### config.mk
export PLATFORM = sky130hd
export DESIGN_NAME = alu_arbiter_flat
export DESIGN_NICKNAME = d
export VERILOG_FILES = /design/src/rtl/alu_arbiter_if.sv /design/src/rtl/alu_arbiter.sv /design/src/flat_wrapper.sv
export SDC_FILE = /design/constraint.sdc
export NUM_CORES = 1
export LEC_CHECK = 0
export BUFFER_PORTS_ARGS = -buffer_cell sky130_fd_sc_hd__buf_2
export CAP_MARGIN = 15
export CORE_AREA = 2 2 213 215
export CTS_CLUSTER_DIAMETER = 80
export DETAILED_ROUTE_END_ITERATION = 16
export DIE_AREA = 0 0 215 217
export PLACE_DENSITY = 0.33
export SYNTH_ARGS = -nofsm -noshare
export SYNTH_HDL_FRONTEND = slang
export SYNTH_SLANG_ARGS = --single-unit
### constraint.sdc
create_clock -name clk -period 1.5 [get_ports clk]
set_input_delay 0.075 -clock clk [delete_from_list [all_inputs] [get_ports clk]]
set_output_delay 0.075 -clock clk [all_outputs]
set_load 0.005 [all_outputs]
### src/rtl/alu_arbiter_if.sv
// alu_arbiter_if: ALU control type plus the request, ALU and response signals of the arbiter
package DEF;
   localparam logic [3:0] ALU_ADD = 4'd0;
   localparam logic [3:0] ALU_SUB = 4'd1;
   localparam logic [3:0] ALU_SLL = 4'd2;
   typedef struct packed {
      logic [3:0] alu_op;
      logic       alu_width;
   } alu_control_packet_t;
endpackage

interface alu_arbiter_if #(parameter int TAG_W = 4);
   import DEF::*;
   logic                req0_valid, req0_ready;
   alu_control_packet_t req0_ctrl;
   logic [63:0]         req0_op1, req0_op2;
   logic [TAG_W-1:0]    req0_tag;
   logic                req1_valid, req1_ready;
   alu_control_packet_t req1_ctrl;
   logic [63:0]         req1_op1, req1_op2;
   logic [TAG_W-1:0]    req1_tag;
   alu_control_packet_t alu_ctrl;
   logic [63:0]         alu_op1, alu_op2, alu_result;
   logic                rsp_valid, rsp_ready, rsp_id;
   logic [TAG_W-1:0]    rsp_tag;
   logic [63:0]         rsp_data;
   modport slave (
      input  req0_valid, req0_ctrl, req0_op1, req0_op2, req0_tag,
      input  req1_valid, req1_ctrl, req1_op1, req1_op2, req1_tag,
      input  alu_result, rsp_ready,
      output req0_ready, req1_ready, alu_ctrl, alu_op1, alu_op2,
      output rsp_valid, rsp_id, rsp_tag, rsp_data
   );
   modport master (
      output req0_valid, req0_ctrl, req0_op1, req0_op2, req0_tag,
      output req1_valid, req1_ctrl, req1_op1, req1_op2, req1_tag,
      output alu_result, rsp_ready,
      input  req0_ready, req1_ready, alu_ctrl, alu_op1, alu_op2,
      input  rsp_valid, rsp_id, rsp_tag, rsp_data
   );
endinterface

### src/rtl/alu_arbiter.sv
// alu_arbiter: round-robin sharing of one ALU between two requesters with a registered response slot
module alu_arbiter #(parameter int TAG_W = 4) (
   input logic clk,
   input logic rst,
   alu_arbiter_if.slave bus
);
   logic             last_grant_q, last_grant_d;
   logic             rsp_valid_q, rsp_valid_d;
   logic             rsp_id_q, rsp_id_d;
   logic [TAG_W-1:0] rsp_tag_q, rsp_tag_d;
   logic [63:0]      rsp_data_q, rsp_data_d;
   logic             slot_free, grant0, grant1, issue0, issue1;
   // grant, ALU drive, ready and next response-slot state
   always_comb begin
      slot_free      = !rsp_valid_q || bus.rsp_ready;
      grant0         = bus.req0_valid && (!bus.req1_valid || last_grant_q);
      grant1         = bus.req1_valid && (!bus.req0_valid || !last_grant_q);
      bus.req0_ready = !rst && slot_free && grant0;
      bus.req1_ready = !rst && slot_free && grant1;
      bus.alu_ctrl   = grant0 ? bus.req0_ctrl : grant1 ? bus.req1_ctrl : '0;
      bus.alu_op1    = grant0 ? bus.req0_op1 : grant1 ? bus.req1_op1 : '0;
      bus.alu_op2    = grant0 ? bus.req0_op2 : grant1 ? bus.req1_op2 : '0;
      issue0         = bus.req0_valid && bus.req0_ready;
      issue1         = bus.req1_valid && bus.req1_ready;
      last_grant_d   = issue1 ? 1'b1 : issue0 ? 1'b0 : last_grant_q;
      rsp_valid_d    = (issue0 || issue1) ? 1'b1 : bus.rsp_ready ? 1'b0 : rsp_valid_q;
      rsp_id_d       = (issue0 || issue1) ? issue1 : rsp_id_q;
      rsp_tag_d      = issue1 ? bus.req1_tag : issue0 ? bus.req0_tag : rsp_tag_q;
      rsp_data_d     = (issue0 || issue1) ? bus.alu_result : rsp_data_q;
   end
   // state registers; reset leaves last_grant at 1 so port 0 wins the first contest
   always_ff @(posedge clk) begin
      if (rst) begin
         last_grant_q <= 1'b1;
         rsp_valid_q  <= 1'b0;
         rsp_id_q     <= 1'b0;
         rsp_tag_q    <= '0;
         rsp_data_q   <= '0;
      end else begin
         last_grant_q <= last_grant_d;
         rsp_valid_q  <= rsp_valid_d;
         rsp_id_q     <= rsp_id_d;
         rsp_tag_q    <= rsp_tag_d;
         rsp_data_q   <= rsp_data_d;
      end
   end
   assign bus.rsp_valid = rsp_valid_q;
   assign bus.rsp_id    = rsp_id_q;
   assign bus.rsp_tag   = rsp_tag_q;
   assign bus.rsp_data  = rsp_data_q;
endmodule
### src/flat_wrapper.sv
// flat-port wrapper written by rule: the top's interface ports become plain ports
module alu_arbiter_flat 
#(parameter int TAG_W = 4)
  (clk, rst, bus_req0_valid, bus_req0_ctrl, bus_req0_op1, bus_req0_op2, bus_req0_tag, bus_req1_valid, bus_req1_ctrl, bus_req1_op1, bus_req1_op2, bus_req1_tag, bus_alu_result, bus_rsp_ready, bus_req0_ready, bus_req1_ready, bus_alu_ctrl, bus_alu_op1, bus_alu_op2, bus_rsp_valid, bus_rsp_id, bus_rsp_tag, bus_rsp_data);
  alu_arbiter_if #(.TAG_W(TAG_W)) bus_i ();
  input logic clk;
  input logic rst;
  input wire logic [$bits(bus_i.req0_valid)-1:0] bus_req0_valid;
  input wire logic [$bits(bus_i.req0_ctrl)-1:0] bus_req0_ctrl;
  input wire logic [$bits(bus_i.req0_op1)-1:0] bus_req0_op1;
  input wire logic [$bits(bus_i.req0_op2)-1:0] bus_req0_op2;
  input wire logic [$bits(bus_i.req0_tag)-1:0] bus_req0_tag;
  input wire logic [$bits(bus_i.req1_valid)-1:0] bus_req1_valid;
  input wire logic [$bits(bus_i.req1_ctrl)-1:0] bus_req1_ctrl;
  input wire logic [$bits(bus_i.req1_op1)-1:0] bus_req1_op1;
  input wire logic [$bits(bus_i.req1_op2)-1:0] bus_req1_op2;
  input wire logic [$bits(bus_i.req1_tag)-1:0] bus_req1_tag;
  input wire logic [$bits(bus_i.alu_result)-1:0] bus_alu_result;
  input wire logic [$bits(bus_i.rsp_ready)-1:0] bus_rsp_ready;
  output wire logic [$bits(bus_i.req0_ready)-1:0] bus_req0_ready;
  output wire logic [$bits(bus_i.req1_ready)-1:0] bus_req1_ready;
  output wire logic [$bits(bus_i.alu_ctrl)-1:0] bus_alu_ctrl;
  output wire logic [$bits(bus_i.alu_op1)-1:0] bus_alu_op1;
  output wire logic [$bits(bus_i.alu_op2)-1:0] bus_alu_op2;
  output wire logic [$bits(bus_i.rsp_valid)-1:0] bus_rsp_valid;
  output wire logic [$bits(bus_i.rsp_id)-1:0] bus_rsp_id;
  output wire logic [$bits(bus_i.rsp_tag)-1:0] bus_rsp_tag;
  output wire logic [$bits(bus_i.rsp_data)-1:0] bus_rsp_data;
  assign bus_i.req0_valid = bus_req0_valid;
  assign bus_i.req0_ctrl = bus_req0_ctrl;
  assign bus_i.req0_op1 = bus_req0_op1;
  assign bus_i.req0_op2 = bus_req0_op2;
  assign bus_i.req0_tag = bus_req0_tag;
  assign bus_i.req1_valid = bus_req1_valid;
  assign bus_i.req1_ctrl = bus_req1_ctrl;
  assign bus_i.req1_op1 = bus_req1_op1;
  assign bus_i.req1_op2 = bus_req1_op2;
  assign bus_i.req1_tag = bus_req1_tag;
  assign bus_i.alu_result = bus_alu_result;
  assign bus_i.rsp_ready = bus_rsp_ready;
  assign bus_req0_ready = bus_i.req0_ready;
  assign bus_req1_ready = bus_i.req1_ready;
  assign bus_alu_ctrl = bus_i.alu_ctrl;
  assign bus_alu_op1 = bus_i.alu_op1;
  assign bus_alu_op2 = bus_i.alu_op2;
  assign bus_rsp_valid = bus_i.rsp_valid;
  assign bus_rsp_id = bus_i.rsp_id;
  assign bus_rsp_tag = bus_i.rsp_tag;
  assign bus_rsp_data = bus_i.rsp_data;
  alu_arbiter #(.TAG_W(TAG_W)) u_core (.clk(clk), .rst(rst), .bus(bus_i));
endmodule
==> metrics.md, run 1 <==
| Metric | Value |
|---|---|
| Largest net degree at the start of global routing | `46` |
| Root Buffer | `clkbuf_16` |
| Final Max Slew Viols | `0` |
| Final setup vio count | `134` |
| Top Metal Used | `met5` |
| P_leak | `4.72 nW` |
| Crit. path cell count | `6` |
| Wl on met1 | `14.7 mm` |
| Wirelength, routed | `35.8 mm` |
| Residual DRC | `0` |
| Final-report hold violation count | `0` |
| Worst hold slack | `111 ps` |
| Internal cell power | `4.73 mW` |
| Psw | `2.14 mW` |
| Cell area after synthesis | `4450 um^2` |
| CTS tree | `built` |
| Crit path kind | `reg -> out` |
| Met2 WL post-DR | `17.4 mm` |
| Register area share after synthesis | `32.0%` |
| CP Buf/Inv Count | `3` |
| Power per cell area | `729 nW/um^2` |
| Required time worst endpoint | `1420 ps` |
| CP delay by family, top | `buffers and inverters` |
| GRT Overall Usage | `14.3%` |
| Clock Power Share | `33.4%` |
| Clock sinks | `71` |
| Max_cap viols | `0` |
| Worst r2r src | `u_core.last_grant_q` |
| Synth Net Count | `856` |
| Die area | `46,700 um^2` |
| GPL Wtd Cong | `0.930` |
| Post-layout util | `21.1%` |
| Max VDD drop | `0.000516 V` |
| Fin nets | `1,454` |
| Fillers | `5,100` |
| Min-Delay Path Class | `in -> reg` |
| CTS buffer count | `9` |
| H-tree level count | `3` |
| Period utilization | `116%` |
| Worst setup path end | `bus_alu_op1[57]` |
| Worst setup EP type | `output pin` |
| DPL Wire Length | `28.4 mm` |
| Worst-path cell chain | `nand2b_4 > and2_4 > buf_12 > clkbuf_16 > a22o_1 > buf_2` |
| Fmax | `573 MHz` |
| Synth warn | `0` |
| Sw Ratio | `31.2%` |
| Unrepaired setup endpoints after global routing | `true` |
| Vias after detailed routing | `7,083` |
| Avg Cell Area, Syn | `8.67 um^2` |
| Crit start category | `register` |
| I/O pins | `548` |
| Layout area overhead | `112%` |
| Status | `complete, but fails checks` |
| WL met3 | `2.48 mm` |
| Comb power frac | `36.6%` |
| First-pass GRT wire length | `48.7 mm` |
| CP max-delay cell | `dfxtp_4` |
| Total gr overflow | `0` |
| Routed WL per cell | `20.8 um` |
| DR vias/cell | `4.11` |
| Fin Setup TNS | `-27,840 ps` |
| Path depth of the worst reg2reg path | `5` |
| Vias in the first global route | `6,838` |
| Antenna-violating nets left | `0` |
| CP max stage delay | `360 ps` |
| Tmin final | `1750 ps` |
| Die Span X | `215 um` |
| Critical Path Fanout Max | `9` |
| Placement row count | `78` |
| Drt first-iter violations | `335` |
| Antenna violations before repair | `19` |
| Flop pwr share | `30.0%` |
| Die H | `217 um` |
| Critical path data arrival time | `1670 ps` |
| Clock buffer depth | `2` |
| Initial Util | `9.95%` |
| Layout Skew | `5.63 ps` |
| Final WS setup | `-246 ps` |
| Slew margin rel. | `73.4%` |
| Distinct cells, synth | `28` |
| Cells after Synth | `513` |
| CTS clk-pin slew, worst paths | `60 ps` |
| Area of the core | `44,700 um^2` |
| Failing checks | `negative setup slack` |
| Reg2reg end | `u_core.bus.rsp_tag[1]` |
| Clk_lat worst skew | `350 ps` |
| Yosys reg bits | `71` |
| Slew @ Worst Pin | `389 ps` |
| Fraction of layout cells with a size suffix above 1 | `56.5%` |
| Crit path launch | `u_core.last_grant_q` |
| First-pass DRT Iterations | `4` |
| Reg2reg setup slack | `90 ps` |
| PortBufs | `547` |
## worst register-to-register path: stages (launching register included)
cell	delay, ps
dfxtp_4	370
a21boi_4	70
buf_12	160
buf_4	170
a2111oi_1	390
a221oi_1	120
## layout by cell type, fill, tap and decap left out, types with 2 or more instances in the layout
cell and instances:
inv_1 4, a21oi_1 65, nand4_1 64, o31ai_1 68
diode_2 6, clkinvlp_4 2, a2111oi_0 2, dfxtp_1 70
buf_8 4, dlygate4sd3_1 68, a221oi_1 4, nand3_1 2
buf_16 9, buf_2 542, a22o_1 132, a2111oi_1 2
buf_4 26, clkbuf_8 2, buf_6 7, clkbuf_16 11
buf_12 12
## worst min-delay path by stage
stage	slack [ps]	from	endpoint	cells after the start
global placement	330	bus_alu_result[13]	u_core.bus.rsp_data[13]	3
CTS	100	rst	u_core.bus.rsp_data[44]	2
detailed placement	340	bus_alu_result[41]	u_core.bus.rsp_data[41]	3
global route	110	rst	u_core.bus.rsp_data[49]	2
floorplan	230	bus_alu_result[0]	u_core.bus.rsp_data[0]	2
finish	110	rst	u_core.bus.rsp_data[42]	2
## power groups by stage
stage	Clock [mW]	Combinational (mW)	Sequential [mW]
after floorplan	0	0.899	2.10
after global routing	2.49	2.71	2.07
after detailed placement	0	2.18	2.10
after CTS	2.41	2.50	2.06
after global placement	0	2.20	2.09
final	2.30	2.51	2.06
## through the flow
| stage | setup slack (ps) | total power, mW | instance area (um^2) | std cells |
|---|---|---|---|---|
| global placement | 18.8 | 4.29 | 8010 | 1619 |
| CTS | -252 | 6.97 | 9330 | 1714 |
| detailed placement | -16.0 | 4.28 | 8010 | 1619 |
| finish | -246 | 6.87 | 9420 | 1722 |
| global route | -302 | 7.27 | 9410 | 1721 |
| floorplan | 232 | 3.00 | 4450 | 513 |
## synth_stat cells (all sizes together)
cell | count | area, um^2
a22o | 133 | 1160
dfxtp | 71 | 1420
o31ai | 68 | 510
a21oi | 65 | 325
nand4 | 64 | 400
buf | 58 | 340
clkbuf | 25 | 93.8
inv | 5 | 18.8
a2111oi | 4 | 35.0
a221oi | 4 | 35.0
nand2b | 2 | 12.5
nand3 | 2 | 10.0
a21bo | 1 | 10.0
a21boi | 1 | 7.51
a21o | 1 | 7.51
a31o | 1 | 8.76
and2 | 1 | 6.26
and3 | 1 | 6.26
nand2 | 1 | 3.75
nor2 | 1 | 6.26
nor2b | 1 | 6.26
nor3 | 1 | 5.00
o21ai | 1 | 5.00
or2 | 1 | 6.26
## flip-flops by register name (all words and copies together) (netlist names)
register	cells
u_core.bus.rsp_data	64
u_core.bus.rsp_valid	1
u_core.bus.rsp_id	1
u_core.bus.rsp_tag	4
u_core.last_grant_q	1
## per-layer routing
metal / GRT usage (%) / vias up
met4: 4.92 / 2
met2: 24.9 / 376
met1: 17.3 / 3328
met5: 0 / -
met3: 3.28 / 58
li1: - / 3319
## layout make-up
type	instances	area [um^2]	area share (%)
sequential	71	1430	15.1
clock buffer	12	256	2.72
antenna	6	15.0	0.159
timing repair buffer	670	4270	45.3
inverter	5	18.8	0.199
tap	600	751	7.97
multi-input combinational	354	2630	27.9
clock inverter	4	53.8	0.571
## logic make-up after synthesis
kind of cell | Yosys count | synth area share, %
DFF | 71 | 32.0
AOI/OAI and AO/OA | 279 | 47.4
and+or+nand+nor | 75 | 10.4
buffers and inverters | 88 | 10.2
## repair_timing
action,in CTS,in global routing
setup buffers,5,0
hold buffers,68,0
setup endpoints to repair,135,137
gates cloned,6,2
pin swaps,3,1
gates resized for setup,31,5
endpoints found under the hold margin,68,0
Note: power is estimated with default switching activity, not from simulation.
==> inputs of run 2 (changes only) <==
--- a/config.mk
+++ b/config.mk
@@ -11,7 +11,9 @@
 export CTS_CLUSTER_DIAMETER = 80
 export DETAILED_ROUTE_END_ITERATION = 16
 export DIE_AREA = 0 0 215 217
+export GPL_ROUTABILITY_DRIVEN = 0
 export PLACE_DENSITY = 0.33
+export RECOVER_POWER = 50
 export SYNTH_ARGS = -nofsm -noshare
 export SYNTH_HDL_FRONTEND = slang
 export SYNTH_SLANG_ARGS = --single-unit
==> metrics.md, run 2 (synthesis gave the netlist of run 1 again) <==
| Metric | Value |
|---|---|
| Status | `complete, but fails checks` |
| Failing checks | `negative setup slack` |
| Die area | `46,700 um^2` |
| CP delay by family, top | `buffers and inverters` |
| Worst hold slack | `18.9 ps` |
| CTS clk-pin slew, worst paths | `70 ps` |
| Sw Ratio | `32.8%` |
| Die Span X | `215 um` |
| Largest net degree at the start of global routing | `50` |
| Max VDD drop | `0.000503 V` |
| Reg2reg setup slack | `70 ps` |
| CP Buf/Inv Count | `3` |
| Drt first-iter violations | `380` |
| PortBufs | `547` |
| Min-Delay Endpoint | `u_core.bus.rsp_data[38]` |
| Fmax | `574 MHz` |
| HP Start | `bus_alu_result[38]` |
| Post-layout util | `21.2%` |
| Root Buffer | `clkbuf_16` |
| CP max stage delay | `340 ps` |
| Layout Skew | `6.02 ps` |
| Critical Path Fanout Max | `8` |
| P_leak | `4.55 nW` |
| Antenna violations before repair | `21` |
| Die H | `217 um` |
| Power per cell area | `707 nW/um^2` |
| Vias after detailed routing | `7,092` |
| Clk_lat worst skew | `350 ps` |
| Largest register FFs | `64` |
| Flop pwr share | `30.7%` |
| Antenna-violating nets left | `0` |
| Critical path data arrival time | `1670 ps` |
| Period utilization | `116%` |
| Wirelength, routed | `35.2 mm` |
| Tmin final | `1740 ps` |
| H-tree level count | `3` |
| Layout area overhead | `113%` |
| Final Max Slew Viols | `0` |
| Clock sinks | `71` |
| First-pass DRT Iterations | `5` |
| Vias in the first global route | `6,878` |
| CTS tree | `built` |
| Final-report hold violation count | `0` |
| Min-Delay Path Class | `in -> reg` |
| DPL Wire Length | `27.9 mm` |
| Placement row count | `78` |
| Psw | `2.19 mW` |
| Commonest non-fill, non-tap cell in the layout | `buf_2` |
| FF/Latch Area | `1420 um^2` |
| Comb power frac | `38.2%` |
| Most frequent cells in the layout | `buf_2, a22o_1, dfxtp_1, o31ai_1, dlygate4sd3_1` |
| CP max-delay cell | `dfxtp_2` |
| Unrepaired setup endpoints after global routing | `true` |
| Required time worst endpoint | `1420 ps` |
| Hold Path Cell Cnt | `3` |
| Area of the core | `44,700 um^2` |
| Clock buffer depth | `2` |
| First-pass GRT wire length | `48.5 mm` |
| Clock Power Share | `31.0%` |
| Residual DRC | `0` |
| Fraction of layout cells with a size suffix above 1 | `52.4%` |
| Reg2reg end | `u_core.bus.rsp_tag[3]` |
| Final WS setup | `-242 ps` |
| Fin Setup TNS | `-25,820 ps` |
| Fillers | `5,113` |
| Worst setup EP type | `output pin` |
| Fin nets | `1,461` |
| Multi-input gate area | `2690 um^2` |
| Path depth of the worst reg2reg path | `6` |
| Worst-path cell chain | `nand2b_4 > and2_4 > buf_12 > clkbuf_16 > a22o_1 > buf_2` |
| Initial Util | `9.95%` |
| Overall Power | `6.69 mW` |
| Internal cell power | `4.50 mW` |
| Crit path launch | `u_core.last_grant_q` |
| CTS buffer count | `9` |
| I/O pins | `548` |
| Total gr overflow | `0` |
| DR vias/cell | `4.11` |
| Crit path kind | `reg -> out` |
| Worst r2r src | `u_core.last_grant_q` |
| GRT Overall Usage | `14.1%` |
| Max_cap viols | `0` |
| Slew margin rel. | `76.8%` |
| Routed WL per cell | `20.4 um` |
| Final setup vio count | `134` |
| Slew @ Worst Pin | `348 ps` |
| Crit start category | `register` |
[run 2: worst max-delay path by stage]
stage / to / slack [ps] / depth (start not counted)
5_1_grt: bus_req0_ready / -310 / 6
4_1_cts: bus_alu_op2[5] / -260 / 6
3_3_place_gp: bus_req0_ready / 70 / 6
6_report: bus_alu_op2[59] / -240 / 6
2_1_floorplan: bus_alu_ctrl[0] / 230 / 6
3_5_place_dp: bus_alu_op2[5] / 60 / 6
[run 2: what timing repair did]
action	4_1_cts	5_1_grt
buffers inserted	7	2
resized for setup	39	22
setup endpoints to repair	135	139
pin swaps	10	4
gates cloned	6	2
hold buffers	67	0
endpoints found under the hold margin	67	0
[run 2: worst register-to-register path: stages (launching register included)]
cell and delay (ps):
dfxtp_2 350, buf_6 100, a21boi_4 50, buf_12 160
buf_4 190, a2111oi_4 330, a221oi_1 110
[run 2: power groups by stage]
stage	Combinational, mW	Clock (mW)	Sequential, mW
2_1_floorplan	0.899	0	2.10
3_3_place_gp	2.21	0	2.09
3_5_place_dp	2.20	0	2.10
4_1_cts	2.53	2.21	2.05
5_1_grt	2.76	2.26	2.07
6_report	2.56	2.08	2.06
[run 2: final cells by class]
type                       count  area share [%]
inverter                       5           0.198
tap                          600            7.92
multi-input combinational    354            28.4
antenna                        2          0.0528
sequential                    71            15.0
clock inverter                 7           0.515
timing repair buffer         677            45.5
clock buffer                   9            2.38
[run 2: routing by layer]
metal	vias up	part of all wire, %	GRT usage (%)
li1	3330	-	-
met1	3350	40	16.8
met2	342	50	25.2
met3	64	6.8	3.30
met4	6	2.7	3.70
met5	-	0.12	0
[run 2: metrics by stage]
step | instance area [um^2] | instances | worst slack (ps)
2_1_floorplan | 4450 | 513 | 232
3_3_place_gp | 8050 | 1623 | 66.8
3_5_place_dp | 8050 | 1623 | 58.5
4_1_cts | 9370 | 1719 | -263
5_1_grt | 9470 | 1724 | -309
6_report | 9470 | 1725 | -242
==> inputs of run 3 (changes only) <==
--- a/config.mk
+++ b/config.mk
@@ -7,12 +7,15 @@
 export LEC_CHECK = 0
 export BUFFER_PORTS_ARGS = -buffer_cell sky130_fd_sc_hd__buf_2
 export CAP_MARGIN = 15
-export CORE_AREA = 2 2 213 215
+export CELL_PAD_IN_SITES_DETAIL_PLACEMENT = 0
+export CELL_PAD_IN_SITES_GLOBAL_PLACEMENT = 1
+export CORE_AREA = 2 2 211 213
 export CTS_CLUSTER_DIAMETER = 80
 export DETAILED_ROUTE_END_ITERATION = 16
-export DIE_AREA = 0 0 215 217
+export DIE_AREA = 0 0 213 215
 export GPL_ROUTABILITY_DRIVEN = 0
-export PLACE_DENSITY = 0.33
+export GPL_TIMING_DRIVEN = 1
+export PLACE_DENSITY = 0.46
 export RECOVER_POWER = 50
 export SYNTH_ARGS = -nofsm -noshare
 export SYNTH_HDL_FRONTEND = slang
==> constraint.sdc (replaced) <==
create_clock -name clk -period 1.8 [get_ports clk]
set_input_delay 0.09 -clock clk [delete_from_list [all_inputs] [get_ports clk]]
set_output_delay 0.09 -clock clk [all_outputs]
set_load 0.005 [all_outputs]
==> metrics.md, run 3 (synthesis gave the netlist of run 1 again) <==
| Metric | Value |
|---|---|
| Fin Setup TNS | `0 ps` |
| H-tree level count | `3` |
| Placement row count | `77` |
| Largest register FFs | `64` |
| Max_cap viols | `0` |
| CP max-delay cell | `dfxtp_4` |
| Root Buffer | `clkbuf_16` |
| Max VDD drop | `0.000461 V` |
| Worst setup EP type | `output pin` |
| Vias in the first global route | `6,769` |
| Status | `complete, no violations` |
| DR vias/cell | `4.16` |
| Fin nets | `1,437` |
| Die Span X | `213 um` |
| Finished Layout Cells | `1,705` |
| Sw Ratio | `33.0%` |
| Largest net degree at the start of global routing | `71` |
| Power per cell area | `601 nW/um^2` |
| Final Max Slew Viols | `0` |
| Die area | `45,800 um^2` |
| P_leak | `4.38 nW` |
| Unrepaired setup endpoints after global routing | `true` |
| Total gr overflow | `0` |
| Min-Delay Path Class | `in -> reg` |
| Final-report hold violation count | `0` |
| Final setup vio count | `0` |
| Wirelength, routed | `36.8 mm` |
| Worst r2r src | `u_core.last_grant_q` |
| Crit start category | `register` |
| Path depth of the worst reg2reg path | `5` |
| Period utilization | `99.2%` |
| Clk_lat worst skew | `340 ps` |
| Layout Skew | `8.55 ps` |
| CP max stage delay | `360 ps` |
| Fmax | `560 MHz` |
| Final Cell Area | `9090 um^2` |
| Flop pwr share | `31.4%` |
| CTS buffer count | `9` |
| DPL Wire Length | `27.6 mm` |
| Comb power frac | `37.0%` |
| Area of the core | `43,600 um^2` |
| First-pass DRT Iterations | `5` |
| Crit path kind | `reg -> out` |
| Commonest non-fill, non-tap cell in the layout | `buf_2` |
| Clock sinks | `71` |
| Final WS setup | `15.2 ps` |
| Psw | `1.80 mW` |
| Min-Delay Endpoint | `u_core.bus.rsp_data[43]` |
| Die H | `215 um` |
| Routed WL per cell | `21.6 um` |
| Slew margin rel. | `62.0%` |
| CTS tree | `built` |
| Most frequent cells in the layout | `buf_2, a22o_1, dfxtp_1, o31ai_1, a21oi_1` |
| PortBufs | `547` |
| Required time worst endpoint | `1710 ps` |
| HP Start | `bus_alu_result[43]` |
| Critical Path Fanout Max | `9` |
| Residual DRC | `0` |
| Critical path data arrival time | `1690 ps` |
| First-pass GRT wire length | `46.4 mm` |
| Placed Cells | `1,596` |
| Vias after detailed routing | `7,098` |
| CTS clk-pin slew, worst paths | `70 ps` |
| Fraction of layout cells with a size suffix above 1 | `51.6%` |
| Antenna-violating nets left | `0` |
| CP Buf/Inv Count | `3` |
| Worst-path cell chain | `nand2b_4 > and2_4 > buf_12 > buf_8 > a22o_1 > buf_2` |
| Hold Path Cell Cnt | `3` |
| Worst slack at placement | `220 ps` |
| CP delay by family, top | `buffers and inverters` |
| Reg2reg setup slack | `190 ps` |
| DP Area | `7860 um^2` |
| I/O pins | `548` |
| Drt first-iter violations | `465` |
| Antenna violations before repair | `23` |
| Tmin final | `1780 ps` |
| Reg2reg end | `u_core.bus.rsp_tag[3]` |
| GRT Overall Usage | `14.0%` |
| Clock Power Share | `31.6%` |
| Slew @ Worst Pin | `555 ps` |
| Crit path launch | `u_core.last_grant_q` |
| Initial Util | `10.2%` |
| Internal cell power | `3.66 mW` |
| Layout area overhead | `104%` |
| Clock buffer depth | `2` |
## run 3: changes by cell type in the layout (fill, tap and decap cells not counted), sizes merged
| cell | change |
|---|---|
| buf | -21 |
| diode | +12 |
| dlygate4sd3 | -9 |
| clkbuf | +8 |
| bufbuf | -1 |
| clkinvlp | -1 |
## run 3: layer usage
metal | share of wire, % | GRT usage, % | up-vias
met2 | 50 | 25.3 | 355
met1 | 37 | 14.4 | 3384
met5 | 0.035 | 0 | -
li1 | - | - | 3293
met4 | 4.1 | 6.83 | 2
met3 | 8.5 | 4.40 | 64
## run 3: cell type report
class	instances	area [um^2]
well taps	592	741
inverters	5	18.8
clock inverters	6	45.0
multi-input cells	354	2630
diodes	14	35.0
flip-flops and latches	71	1430
clock buffers	10	229
fillers	4962	34600
repair buffers	653	3970
## run 3: power groups by stage
stage	Sequential, mW	Combinational (mW)	Clock (mW)
after floorplan	1.75	0.749	0
after global placement	1.74	1.79	0
after detailed placement	1.75	1.78	0
after CTS	1.71	1.89	1.82
after global routing	1.73	2.20	1.89
final	1.72	2.02	1.72
## run 3: how the worst max path moves through the flow
stage,end,slack [ps],depth (start not counted)
CTS,bus_alu_op2[45],-10,6
finish,bus_alu_op2[45],20,6
global route,bus_alu_op2[2],-60,6
floorplan,bus_alu_ctrl[0],520,6
global placement,u_core.bus.rsp_tag[3],270,4
detailed placement,u_core.bus.rsp_tag[3],220,4
## run 3: repair_timing
| item | CTS | global route |
|---|---|---|
| endpoints found under the setup margin | 80 | 87 |
| cloned | 0 | 9 |
| hold endpoints to repair | 58 | 0 |
| gates resized for setup | 3 | 21 |
| hold buffers | 58 | 0 |
| pin swaps | 0 | 5 |
| buffers inserted | 0 | 12 |
## run 3: stage by stage
step	util (%)	power, mW	hold WS (ps)
2_1_floorplan	-	2.50	240
5_1_grt	20.8	5.81	7.88
4_1_cts	20.0	5.42	0.484
3_5_place_dp	18.0	3.52	354
6_report	20.8	5.46	15.4
3_3_place_gp	18.0	3.53	347
## run 3: worst reg2reg max path, cell delays in order (launching register included)
cell       delay [ps]
dfxtp_4           370
a21boi_4           80
buf_12            140
clkbuf_16         200
a2111oi_0         530
a221oi_1          140
